<file path="config.mk">
export PLATFORM = sky130hd
export DESIGN_NAME = sub32_seq
export DESIGN_NICKNAME = d
export VERILOG_FILES = /design/src/rtl/calculator_pkg.sv /design/src/rtl/sub_slice.sv /design/src/rtl/sub32_seq.sv
export SDC_FILE = /design/constraint.sdc
export NUM_CORES = 1
export LEC_CHECK = 0
export ABC_AREA = 1
export CAP_MARGIN = 20
export CORE_ASPECT_RATIO = 0.9
export CORE_MARGIN = 2
export CORE_UTILIZATION = 54
export CTS_CLUSTER_DIAMETER = 60
export DETAILED_ROUTE_END_ITERATION = 8
export GPL_TIMING_DRIVEN = 0
export PLACE_DENSITY = 0.95
export SLEW_MARGIN = 10
export SYNTH_ARGS = -nofsm -noshare
export SYNTH_HDL_FRONTEND = slang
export SYNTH_SLANG_ARGS = --single-unit
</file>
<file path="constraint.sdc">
create_clock -name clk_i -period 13.5 [get_ports clk_i]
set_input_delay 2.025 -clock clk_i [delete_from_list [all_inputs] [get_ports clk_i]]
set_output_delay 2.025 -clock clk_i [all_outputs]
set_load 0.02 [all_outputs]
</file>
<file path="src/rtl/calculator_pkg.sv">
// calculator_pkg: shared widths and types for the calculator datapath.
package calculator_pkg;
    localparam int DATA_W     = 32;
    localparam int CHUNK_W    = 8;
    localparam int NUM_CHUNKS = DATA_W / CHUNK_W;
    typedef enum logic [1:0] {IDLE, CALC, DONE} sub_state_e;
endpackage

</file>
<file path="src/rtl/sub_slice.sv">
// sub_slice: combinational W-bit ripple subtractor built from full adders (a + ~b + ~bin).
module full_adder (
    input  logic a_i,
    input  logic b_i,
    input  logic c_i,
    output logic s_o,
    output logic c_o
);
    assign s_o = a_i ^ b_i ^ c_i;
    assign c_o = (a_i & b_i) | (c_i & (a_i ^ b_i));
endmodule

module sub_slice
    import calculator_pkg::*;
#(
    parameter int W = CHUNK_W
) (
    input  logic [W-1:0] a,
    input  logic [W-1:0] b,
    input  logic         bin,
    output logic [W-1:0] d,
    output logic         bout
);
    logic [W:0] c;
    // carry into the adder chain is the complement of the incoming borrow
    assign c[0] = ~bin;
    for (genvar i = 0; i < W; i++) begin : g_fa
        full_adder u_fa (
            .a_i(a[i]),
            .b_i(~b[i]),
            .c_i(c[i]),
            .s_o(d[i]),
            .c_o(c[i+1])
        );
    end
    assign bout = ~c[W];
endmodule

</file>
<file path="src/rtl/sub32_seq.sv">
// sub32_seq: multi-cycle subtractor, one CHUNK_W slice per cycle with a registered borrow.
module sub32_seq
    import calculator_pkg::*;
#(
    parameter int CHUNK_W = calculator_pkg::CHUNK_W
) (
    input  logic              clk_i,
    input  logic              rst_i,
    input  logic              valid_i,
    output logic              ready_o,
    input  logic [DATA_W-1:0] a_i,
    input  logic [DATA_W-1:0] b_i,
    output logic              valid_o,
    input  logic              ready_i,
    output logic [DATA_W-1:0] diff_o,
    output logic              borrow_o,
    output logic              ovf_o
);
    localparam int NCHUNK = DATA_W / CHUNK_W;
    localparam int IDX_W  = NCHUNK > 1 ? $clog2(NCHUNK) : 1;
    localparam logic [IDX_W-1:0] LAST = IDX_W'(NCHUNK - 1);

    if (DATA_W % CHUNK_W != 0) begin : g_chunk_chk
        $error("CHUNK_W must divide DATA_W");
    end

    sub_state_e        state_q;
    logic [IDX_W-1:0]  idx_q;
    logic              borrow_q, ovf_q, ovf_d;
    logic [DATA_W-1:0] a_q, b_q, diff_q;
    logic [CHUNK_W-1:0] s_a, s_b, s_d;
    logic              s_bout;

    assign s_a = a_q[idx_q*CHUNK_W +: CHUNK_W];
    assign s_b = b_q[idx_q*CHUNK_W +: CHUNK_W];

    sub_slice #(.W(CHUNK_W)) u_slice (
        .a(s_a),
        .b(s_b),
        .bin(borrow_q),
        .d(s_d),
        .bout(s_bout)
    );

    // on the last slice, s_d's top bit is the result sign
    assign ovf_d = (a_q[DATA_W-1] != b_q[DATA_W-1]) && (s_d[CHUNK_W-1] != a_q[DATA_W-1]);

    always_ff @(posedge clk_i) begin
        if (rst_i) begin
            state_q  <= IDLE;
            idx_q    <= '0;
            borrow_q <= 1'b0;
            ovf_q    <= 1'b0;
            diff_q   <= '0;
            a_q      <= '0;
            b_q      <= '0;
        end else begin
            case (state_q)
                IDLE: if (valid_i) begin
                    a_q      <= a_i;
                    b_q      <= b_i;
                    diff_q   <= '0;
                    idx_q    <= '0;
                    borrow_q <= 1'b0;
                    ovf_q    <= 1'b0;
                    state_q  <= CALC;
                end
                CALC: begin
                    diff_q[idx_q*CHUNK_W +: CHUNK_W] <= s_d;
                    borrow_q <= s_bout;
                    if (idx_q == LAST) begin
                        ovf_q   <= ovf_d;
                        state_q <= DONE;
                    end else begin
                        idx_q <= idx_q + 1'b1;
                    end
                end
                DONE: if (ready_i) state_q <= IDLE;
                default: state_q <= IDLE;
            endcase
        end
    end

    assign ready_o  = (state_q == IDLE) && !rst_i;
    assign valid_o  = (state_q == DONE) && !rst_i;
    assign diff_o   = diff_q;
    assign borrow_o = borrow_q;
    assign ovf_o    = ovf_q;
endmodule

</file>
==> impl.org <==
** Run status
- The flow ran to the end, and the final reports show no timing, DRC or antenna violations.

** STA
- Final setup vio count :: 0
- Final clock skew :: approximately 0.011 ns
- Measured slew at the worst slew-check pin :: roughly 0.52 ns
- Final Hold Violating Endpoints :: 0
- Dividing the final minimum period by the clock period gives 0.439.
- Min Tclk post-route :: slightly below 6 ns
- The max-slew violation count is 0.
- Setup_tns :: 0 ns
- For this run, the top clock speed supported by timing is 169 MHz.
- Max transition margin :: 0.650
- Setup repair after global routing left no endpoint under its margin.

** Pwr
- Leak :: about 0.0023 uW
- The completed layout was analyzed and its total power is 755 uW.
- IR analysis of the VDD net gives a maximum drop of roughly 0.000067 V.
- Power spread over the standard cell area amounts to 127 mW/mm^2.

** Logic synthesis
- Largest cells by area after synthesis :: sky130_fd_sc_hd__dfxtp_1 (45%), sky130_fd_sc_hd__nor2_1 (14%), sky130_fd_sc_hd__o21ai_0 (9.5%)
- Synth Net Count :: 690
- The synthesized design contains just over 100 register bits.
- For this run, the register share of the synthesized area comes to 0.446.
- Of the total synthesized cell area, the portion taken by AND, OR, NAND and NOR gates is 0.249.
- The compound-cell area share of the yosys netlist came to 0.173.
- Mean instance size in the synthesized netlist :: around 7.5 sq um
- Of the total synthesized cell area, the portion taken by XOR and XNOR cells is 0.
- Counting flops with an async set or reset pin after synthesis yields a share of 0.
- Netlist Area Pre-Place :: about 0.0046 sq mm
- Count leader, synth :: sky130_fd_sc_hd__nor2_1
- Synthesis instantiated 24 different standard cells from the library.
- Of the post-synthesis cell area, the part taken by muxes is 0.
- Of the total synthesized cell area, the portion taken by full adders, half adders and majority gates is 0.0460.
- Synth top area share :: 0.446
- The largest total area in the synthesized netlist belongs to sky130_fd_sc_hd__dfxtp_1.
- Most frequent cells after synthesis :: sky130_fd_sc_hd__nor2_1 (168), sky130_fd_sc_hd__dfxtp_1 (102), sky130_fd_sc_hd__o21ai_0 (87)
- During synthesis, Yosys emitted a total of 0 warnings.
- Number of synthesized flops with an enable pin :: 0
- After synthesis, the largest family of logic cells by area is simple AND/OR/NAND/NOR gates.
- Among all flip-flop cells after synthesis, the most frequent one is sky130_fd_sc_hd__dfxtp_1.
- Cell count after synthesis :: 610

** Worst setup path
- STA classifies the critical path startpoint as a primary input.
- The worst register-to-register path has a setup slack of 8.10 ns.
- Startpoint of the worst register-to-register path :: idx_q[0]$_SDFFE_PP0P_
- The slowest stage of the critical path belongs to the cell sky130_fd_sc_hd__clkdlybuf4s50_1.
- Slowest stage delay, CP :: 0.54 ns
- The worst setup path is of the in -> out kind.
- Nature of the critical path endpoint :: primary output
- The cell that appears most often on the critical path is sky130_fd_sc_hd__clkdlybuf4s50_1.
- For the worst setup path, the data required time is roughly 11 ns.
- Worst-path maximum fanout :: 10
- Cell family contributing the most delay on the critical path :: buffers and inverters
- Data arrival, critical path :: approximately 3.9 ns
- Number of cell instances on the worst register-to-register path :: 18
- Crit path buf inv count :: 4
- Traced cell by cell, the critical path runs through clkdlybuf4s50_1 -> clkbuf_1 -> buf_2 -> nor2_1 -> clkdlybuf4s50_1.
- Worst r2r dst :: diff_o[15]$_SDFFE_PP0P_

** Die
- Width of the chip :: between 100 and 150 um
- Vertical extent of the die :: between 90 and 100 um
- The floorplan has 31 rows.
- The die covers between 0.009 and 0.01 sq mm.
- In this run the count of I/O pins placed on the die edge is between 100 and 150.
- The initial utilization of the core area, before any placement, comes to 0.562.
- The floorplan step defined a core boundary enclosing just over 0.008 sq mm.

** Routing
- Summed over all layers, the routed wires come to ~13 mm.
- For this run, the detailed router's first-pass iteration total came to 5.
- In the routed design, unresolved DRC markers number 0.
- Using the TritonRoute via totals, the vias-per-cell ratio works out to 5.61.
- Wire length per cell after detailed routing :: approximately 16 um
- The routed layout has between 4000 and 5000 vias.
- For this block, the initial DRC count from the detailed router was 274.
- ANT nets after route :: 0

** Clock tree
- Clock Tree Root :: sky130_fd_sc_hd__clkbuf_8
- After clock tree synthesis, the repair step resized 0 gates.
- TritonCTS clock tree :: built
- Count of hold buffers inserted by post-cts repair :: 0
- Clock-pin slew was measured on the worst setup and hold paths at approximately 0.09 ns.
- In this run, CTS created clock tree buffers numbering 9.
- The clock drives a little over 100 sinks.
- The later pin in the worst-skew pair is clocked with a latency of 0.37 ns.
- No sink is reached through more buffers than the 2 on the longest clock path.
- In this run the post-CTS setup repair buffer count came out at 0.
- Htree depth :: 3

** Hold path
- The path with the worst hold slack has its endpoint at b_q[4]$_SDFFE_PP0P_.
- Path type of the worst min-delay path :: reg -> reg
- The startpoint identified for the worst hold timing path is b_q[4]$_SDFFE_PP0P_.
- Cells on Worst Hold Path :: 2

** Global route
- For this run the aggregate overflow at the end of global routing stands at 0.
- Number of global-route vias before repair :: about 4600
- Number of antenna violations at the first check in global routing :: 0
- In the global route stage, overall resource usage came out at 0.288.
- Entering global routing, the biggest net connects 18 pins.
- The first global-routing pass estimated 21.2 mm of wire.

** Layout
- At the end of the flow, the number of nets in the layout was 804.
- Relative to the synthesized area, the layout overhead comes to 30.1%.
- Counting the fill cells in the layout gives between 600 and 700.
- Registers take ~0.0020 sq mm.
- Multi-input combinational cell area :: 0.00214 sq mm
- In the final layout, the share of cells above drive strength 1 is 0.0713.
- The repair_antennas step left the layout with diodes totalling 0.
- At the end of the flow the core is filled with cells to 0.730.

** Flow run
- Max-cap viol count :: 0

** Placement
- The congestion estimate from routability-driven global placement came to around 0.9.
- Port Buf Inserts :: between 100 and 150
- After legalization and detailed placement, the total HPWL measured 9.84 mm.
cell families (layout without fill, tap and decap cells):
group | after synthesis | count (layout)
simple gates | 274 | 274
compound gates | 152 | 152
flops | 102 | 102
buf+inv | 70 | 189
fa+ha+maj | 12 | 12
state kept, by name, indices dropped and copies added (netlist names):
| name | count |
|---|---|
| a_q | 32 |
| b_q | 32 |
| borrow_o | 1 |
| ovf_o | 1 |
| state_q | 2 |
| idx_q | 2 |
| diff_o | 32 |
area by class of cell:
type / instances / share of cell area
clock buffer: 9 / 0.0208
multi-input combinational: 438 / 0.360
inverter: 28 / 0.0177
sequential: 102 / 0.343
timing repair buffer: 103 / 0.173
buffer: 42 / 0.0479
tap: 99 / 0.0208
clock inverter: 7 / 0.0162
per-layer routing:
metal | share of wire | track usage | up-vias
li1 | - | - | 2226
met1 | 0.42 | 0.359 | 2145
met2 | 0.49 | 0.499 | 234
met3 | 0.065 | 0.0408 | 44
met4 | 0.034 | 0.113 | 0
met5 | 0 | 0 | -
worst max-delay path by stage:
| stage | from | end | slack (ns) | cells after the start |
|---|---|---|---|---|
| 2_1_floorplan | rst_i | valid_o | 8.72 | 2 |
| 6_report | rst_i | ready_o | 7.58 | 5 |
| 3_5_place_dp | rst_i | ready_o | 7.59 | 5 |
| 3_3_place_gp | rst_i | ready_o | 7.63 | 5 |
| 4_1_cts | rst_i | ready_o | 7.59 | 5 |
| 5_1_grt | rst_i | ready_o | 7.54 | 5 |
per-stage QoR:
stage | instance area (sq um) | hold WS [ns] | instances | setup WS [ns]
after CTS | 5950 | 0.460 | 828 | 7.59
after detailed placement | 5730 | 0.446 | 812 | 7.59
after floorplan | 4570 | 0.424 | 610 | 8.72
after global routing | 5950 | 0.483 | 828 | 7.54
final | 5950 | 0.474 | 828 | 7.58
after global placement | 5730 | 0.444 | 812 | 7.63
power by group:
group / internal [uW] / switching, uW / leakage [uW] / total, uW
sequential: 322 / 12.9 / 0.000838 / 335
clock: 105 / 107 / 0.000102 / 212
combinational: 84.7 / 123 / 0.00134 / 208
cell usage in the layout (no fill, tap or decap), drive strengths merged:
cell / count
nor2: 173
clkdlybuf4s50: 103
dfxtp: 102
o21ai: 96
nand2: 47
nand3: 45
a21oi: 42
inv: 29
clkbuf: 27
buf: 24
o22ai: 9
nor3: 9
fa: 8
o22a: 5
ha: 4
clkinvlp: 3
bufinv: 2
clkinv: 1
worst min-delay path: stages (launching register included):
cell and delay, ns:
sky130_fd_sc_hd__dfxtp_1 0.31, sky130_fd_sc_hd__inv_1 0.06, sky130_fd_sc_hd__a21oi_1 0.06
Note: power is estimated with default switching activity, not from simulation.
